File: src/rtl/collatz_param.sv
// Collatz trajectory engine: iterates N -> N/2 or 3N+1 one step per clock from a
// sampled start value, reporting step count, peak iterate and termination flags.
module collatz_param #(
    parameter int W  = 8,
    parameter int IW = 16,
    parameter int KW = 8
) (
    input  logic          clock,
    input  logic          reset_,
    input  logic [W-1:0]  n_0,
    input  logic          soc,
    output logic          eoc,
    output logic [KW-1:0] k,
    output logic [IW-1:0] peak,
    output logic          ovf,
    output logic          sat,
    output logic          err
);
    // state | meaning
    // IDLE  | waiting for soc; previous result still visible
    // RUN   | one Collatz step per clock until a stop condition
    // DONE  | result valid; held until soc drops
    typedef enum logic [1:0] {IDLE = 2'd0, RUN = 2'd1, DONE = 2'd2} state_t;

    localparam logic [KW-1:0] K_MAX = {KW{1'b1}};

    state_t          state_q, state_d;
    logic [IW-1:0]   n_q;
    logic [KW-1:0]   k_q;
    logic [IW-1:0]   peak_q;
    logic            ovf_q, sat_q, err_q;

    // Two guard bits so the true 3N+1 is always visible before truncation.
    logic [IW+1:0]   three_n1;
    logic            step_ovf;
    logic [IW-1:0]   n_next;
    logic            stop_err, stop_one, stop_sat, stop_ovf, stop_any;

    always_comb begin
        three_n1 = {2'b00, n_q} + {1'b0, n_q, 1'b0} + {{(IW+1){1'b0}}, 1'b1};
        step_ovf = |three_n1[IW+1:IW];
        n_next   = n_q[0] ? three_n1[IW-1:0] : (n_q >> 1);
        stop_err = (n_q == '0);
        stop_one = (n_q == {{(IW-1){1'b0}}, 1'b1});
        stop_sat = (k_q == K_MAX);
        stop_ovf = n_q[0] && step_ovf;
        stop_any = stop_err || stop_one || stop_sat || stop_ovf;
    end

    always_ff @(posedge clock or negedge reset_) begin
        if (!reset_) state_q <= IDLE;
        else         state_q <= state_d;
    end

    always_comb begin
        state_d = state_q;
        case (state_q)
            IDLE:    if (soc)      state_d = RUN;
            RUN:     if (stop_any) state_d = DONE;
            DONE:    if (!soc)     state_d = IDLE;
            default:               state_d = IDLE;
        endcase
    end

    always_comb begin
        eoc  = (state_q != RUN);
        k    = k_q;
        peak = peak_q;
        ovf  = ovf_q;
        sat  = sat_q;
        err  = err_q;
    end

    always_ff @(posedge clock or negedge reset_) begin
        if (!reset_) begin
            n_q    <= '0;
            k_q    <= '0;
            peak_q <= '0;
            ovf_q  <= 1'b0;
            sat_q  <= 1'b0;
            err_q  <= 1'b0;
        end else begin
            case (state_q)
                IDLE: begin
                    if (soc) begin
                        n_q    <= {{(IW-W){1'b0}}, n_0};
                        k_q    <= '0;
                        peak_q <= {{(IW-W){1'b0}}, n_0};
                        ovf_q  <= 1'b0;
                        sat_q  <= 1'b0;
                        err_q  <= 1'b0;
                    end
                end
                RUN: begin
                    // Priority order keeps the three flags mutually exclusive.
                    if (stop_err)      err_q <= 1'b1;
                    else if (stop_one) ;
                    else if (stop_sat) sat_q <= 1'b1;
                    else if (stop_ovf) ovf_q <= 1'b1;
                    else begin
                        n_q <= n_next;
                        k_q <= k_q + {{(KW-1){1'b0}}, 1'b1};
                        if (n_next > peak_q) peak_q <= n_next;
                    end
                end
                default: ;
            endcase
        end
    end
endmodule

File: config.mk
export PLATFORM = sky130hd
export DESIGN_NAME = collatz_param
export DESIGN_NICKNAME = d
export VERILOG_FILES = /design/src/rtl/collatz_param.sv
export SDC_FILE = /design/constraint.sdc
export NUM_CORES = 1
export LEC_CHECK = 0
export CAP_MARGIN = 20
export CORE_ASPECT_RATIO = 1.2
export CORE_UTILIZATION = 45
export CTS_BUF_LIST = sky130_fd_sc_hd__clkbuf_4 sky130_fd_sc_hd__clkbuf_8
export DETAILED_ROUTE_END_ITERATION = 16
export GPL_ROUTABILITY_DRIVEN = 0
export PLACE_DENSITY = 0.73
export SETUP_SLACK_MARGIN = 0.4
export SYNTH_ARGS = -nofsm -noshare
export SYNTH_HDL_FRONTEND = slang
export SYNTH_SLANG_ARGS = --single-unit
File: constraint.sdc
create_clock -name clock -period 10.8 [get_ports clock]
set_input_delay 2.16 -clock clock [delete_from_list [all_inputs] [get_ports clock]]
set_output_delay 2.16 -clock clock [all_outputs]
set_load 0.05 [all_outputs]
==> impl_metrics.prom <==
# TYPE chip_impl_metric gauge
chip_impl_metric{name="post_placement_worst_setup_slack",unit="ns"} 5.56
chip_impl_metric{name="cts_max_path_buffers",unit=""} 2
chip_impl_metric{name="dr_total_vias",unit=""} 3274
chip_impl_info{name="setup.worst_path.class",value="input port to flop"} 1
chip_impl_metric{name="global_route.overflow_total",unit=""} 0
chip_impl_info{name="timing.critical_path.to_type",value="flop"} 1
chip_impl_info{name="cts_tree",value="done"} 1
chip_impl_metric{name="post_dp_cell_area",unit="mm^2"} 0.00418
chip_impl_info{name="synth_commonest_cells",value="sky130_fd_sc_hd__nand2_1, sky130_fd_sc_hd__dfrtp_1, sky130_fd_sc_hd__ha_1"} 1
chip_impl_metric{name="first_global_vias",unit=""} 3203
chip_impl_info{name="worstHoldPathType",value="flop to flop"} 1
chip_impl_info{name="synth_top_flop_cell",value="sky130_fd_sc_hd__dfrtp_1"} 1
chip_impl_metric{name="antenna_violating_nets_post_route",unit=""} 0
chip_impl_metric{name="tritoncts_num_sinks",unit=""} 45
chip_impl_metric{name="final_max_slew_viol_count",unit=""} 0
chip_impl_metric{name="final.setup_skew",unit="ns"} 0.00742
chip_impl_info{name="grt_setup_unrepaired",value="false"} 1
chip_impl_metric{name="tritoncts.num_buffers",unit=""} 5
chip_impl_metric{name="die_area",unit="mm^2"} 0.00870
chip_impl_metric{name="netlist_area",unit="mm^2"} 0.00375
chip_impl_metric{name="drv_cap",unit=""} 0
chip_impl_metric{name="setup_slack",unit="ns"} 6.08
chip_impl_metric{name="part_of_the_yosys_area_used_for_sequential_elements",unit=""} 0.300
chip_impl_metric{name="global_route.usage.met3",unit=""} 0.0323
chip_impl_metric{name="synthDominantCellAreaShare",unit=""} 0.300
chip_impl_metric{name="io_pins",unit=""} 39
chip_impl_metric{name="synthToLayoutAreaGrowth",unit="%"} 15.3
chip_impl_metric{name="crit_required",unit="ns"} 11.00
chip_impl_metric{name="grt_start_max_net_pins",unit=""} 46
chip_impl_metric{name="cts.hold.buffers_added",unit=""} 0
chip_impl_info{name="synth_top_cell_by_area",value="sky130_fd_sc_hd__dfrtp_1"} 1
chip_impl_metric{name="number_of_setup_violations_in_the_final_report",unit=""} 0
chip_impl_metric{name="reg2reg_slack",unit="ns"} 6.32
chip_impl_metric{name="insertedDiodeCount",unit=""} 0
chip_impl_metric{name="detailed_place_hpwl",unit="mm"} 7.12
chip_impl_metric{name="timing_worst_slew_pin_value",unit="ns"} 1.04
chip_impl_metric{name="synthArstFlopShare",unit=""} 1.00
chip_impl_metric{name="ctsHtreeMaxLevel",unit=""} 2
chip_impl_metric{name="drc_errors",unit=""} 0
chip_impl_metric{name="cts-resized-gates",unit=""} 0
chip_impl_info{name="cts-root-buf",value="sky130_fd_sc_hd__clkbuf_8"} 1
chip_impl_metric{name="finalCritPeriodShare",unit=""} 0.437
chip_impl_metric{name="die_width",unit="um"} 85.3
chip_impl_metric{name="wl_per_cell",unit="um"} 16.6
chip_impl_metric{name="final_net_count",unit=""} 521
chip_impl_metric{name="floorplan.die.height",unit="um"} 102
chip_impl_metric{name="synth_register_bits",unit=""} 45
chip_impl_metric{name="core_region_area",unit="mm^2"} 0.00811
chip_impl_metric{name="syn_avg_cell_area",unit="um^2"} 8.70
chip_impl_metric{name="grt.met2_usage",unit=""} 0.396
chip_impl_metric{name="final_cell_area",unit="mm^2"} 0.00432
chip_impl_metric{name="tns",unit="ns"} 0
chip_impl_metric{name="portBuffers",unit=""} 38
chip_impl_metric{name="dr_iter_0_viols",unit=""} 174
chip_impl_metric{name="arrival",unit="ns"} 4.92
chip_impl_metric{name="yosysWarnings",unit=""} 0
chip_impl_info{name="yosysMostFrequentCell",value="sky130_fd_sc_hd__nand2_1"} 1
chip_impl_metric{name="floorplan.rows",unit=""} 36
chip_impl_metric{name="global_route_wire_length_before_repair",unit="mm"} 15.2
chip_impl_metric{name="synth_cell_types",unit=""} 49
chip_impl_metric{name="final-hold-violation-count",unit=""} 0
chip_impl_metric{name="drt_first_pass_iters",unit=""} 4
chip_impl_metric{name="critical_path_peak_fanout",unit=""} 25
chip_impl_metric{name="globalRouteTotalUtil",unit=""} 0.222
chip_impl_metric{name="initial_core_util",unit=""} 0.462
chip_impl_metric{name="routed_via_density",unit=""} 5.85
chip_impl_metric{name="post_cts.repair.setup_buffers",unit=""} 0
chip_impl_metric{name="finalWirelength",unit="mm"} 9.27
chip_impl_metric{name="synthCells",unit=""} 431
chip_impl_metric{name="fraction_of_layout_instances_using_a_drive_strength_above_1",unit=""} 0.0989
chip_impl_metric{name="slew_headroom",unit=""} 0.306
chip_impl_metric{name="use_met1",unit=""} 0.277
chip_impl_metric{name="clkLatencyLatePin",unit="ns"} 0.31
chip_impl_info{name="netlist_top_cells_area",value="sky130_fd_sc_hd__dfrtp_1, sky130_fd_sc_hd__ha_1, sky130_fd_sc_hd__mux2_2"} 1
chip_impl_metric{name="clock.fmax",unit="MHz"} 212
chip_impl_metric{name="grt_antenna_before_repair",unit=""} 0
chip_impl_metric{name="synth_enable_flop_cells",unit=""} 0
chip_impl_metric{name="post-route-min-period",unit="ns"} 4.72
chip_impl_metric{name="syn_nets",unit=""} 488
chip_impl_metric{name="clock_transition_time_at_the_flip_flop_clock_pins_of_the_worst_setup_and_hold_paths",unit="ns"} 0.09
chip_impl_info{name="gr-max-usage-layer",value="met2"} 1
chip_impl_info{name="worstSetupStartpointType",value="input port"} 1
chip_impl_info{name="status",value="finished clean"} 1
[placed cells by master, fill, tap and decap left out, types with 3 or more instances in the layout]
cell / netlist / final
sky130_fd_sc_hd__and3_1: 5 / 5
sky130_fd_sc_hd__nor2_1: 21 / 21
sky130_fd_sc_hd__nand4_1: 8 / 8
sky130_fd_sc_hd__inv_1: 37 / 37
sky130_fd_sc_hd__a21oi_1: 19 / 19
sky130_fd_sc_hd__o21ai_0: 28 / 28
sky130_fd_sc_hd__o21a_1: 6 / 6
sky130_fd_sc_hd__nand2b_1: 3 / 3
sky130_fd_sc_hd__a211o_1: 3 / 3
sky130_fd_sc_hd__nand2_1: 46 / 46
sky130_fd_sc_hd__a31oi_1: 4 / 4
sky130_fd_sc_hd__xnor2_1: 3 / 3
sky130_fd_sc_hd__and4_1: 3 / 3
sky130_fd_sc_hd__nor3_1: 13 / 13
sky130_fd_sc_hd__clkbuf_8: 0 / 6
sky130_fd_sc_hd__mux2i_1: 11 / 11
sky130_fd_sc_hd__nand3_1: 19 / 19
sky130_fd_sc_hd__and2_1: 4 / 4
sky130_fd_sc_hd__mux2_2: 23 / 23
sky130_fd_sc_hd__dfrtp_1: 45 / 45
sky130_fd_sc_hd__a221o_1: 5 / 5
sky130_fd_sc_hd__clkdlybuf4s50_1: 0 / 37
sky130_fd_sc_hd__nand3b_1: 5 / 5
sky130_fd_sc_hd__a21o_1: 8 / 8
sky130_fd_sc_hd__o211ai_1: 5 / 5
sky130_fd_sc_hd__or2_2: 6 / 6
sky130_fd_sc_hd__xor2_1: 3 / 3
sky130_fd_sc_hd__or3_1: 3 / 3
sky130_fd_sc_hd__a211oi_1: 6 / 6
sky130_fd_sc_hd__o21bai_1: 3 / 3
sky130_fd_sc_hd__ha_1: 45 / 45
[sequential cells by signal, summed over array words and instances (netlist names)]
name,cells
peak,16
sat,1
ovf,1
err,1
state_q,2
k,8
n_q,16
[kinds of logic (layout without fill, tap and decap cells)]
family	count (synthesis)	count (layout)	synth area share
compound gates	105	105	0.190
buf+inv	54	88	0.0581
xor+xnor	6	6	0.0140
flops	45	45	0.300
mux	34	34	0.0985
simple gates	141	141	0.184
fa+ha+maj	46	46	0.156
[area by class of cell]
class | instances | area [um^2]
inverter | 39 | 146
fill | 751 | 3780
tap | 95 | 119
clock buffer | 6 | 82.6
multi-input combinational | 332 | 2400
sequential | 45 | 1130
clock inverter | 2 | 13.8
timing repair buffer | 41 | 430
[metal layers]
layer | wire length (um) | vias up | part of all wire
met5 | 0 | - | 0
met4 | 172 | 0 | 0.019
met3 | 375 | 11 | 0.040
met2 | 4640 | 68 | 0.50
met1 | 4090 | 1588 | 0.44
li1 | - | 1607 | -
[per-stage QoR]
| stage | instances | hold slack, ns | utilization |
|---|---|---|---|
| finish | 560 | 0.529 | 0.533 |
| floorplan | 431 | 0.507 | - |
| detailed placement | 550 | 0.492 | 0.515 |
| CTS | 558 | 0.530 | 0.527 |
| global placement | 550 | 0.512 | 0.515 |
| global route | 560 | 0.559 | 0.533 |
[critical path, cell delays in order]
cell and delay [ns]:
sky130_fd_sc_hd__clkdlybuf4s50_1 0.42, sky130_fd_sc_hd__nand2_1 0.12, sky130_fd_sc_hd__or2_2 0.33, sky130_fd_sc_hd__o21a_1 0.21
sky130_fd_sc_hd__a2111o_1 0.37, sky130_fd_sc_hd__and2_1 0.89, sky130_fd_sc_hd__mux2_2 0.42
[worst paths after layout]
check                        from       end  depth (start not counted)
min                           ovf       ovf                          2
max reg2reg                n_q[0]  peak[12]                         16
min reg2reg                   ovf       ovf                          2
max                           soc    n_q[5]                          7
min in group asynchronous  reset_   peak[6]                          1
max in group asynchronous  reset_      k[1]                          2
Power is left out: the tool's default activity adds up to more than one toggle a clock period on the data nets, which glitch-free logic cannot reach.
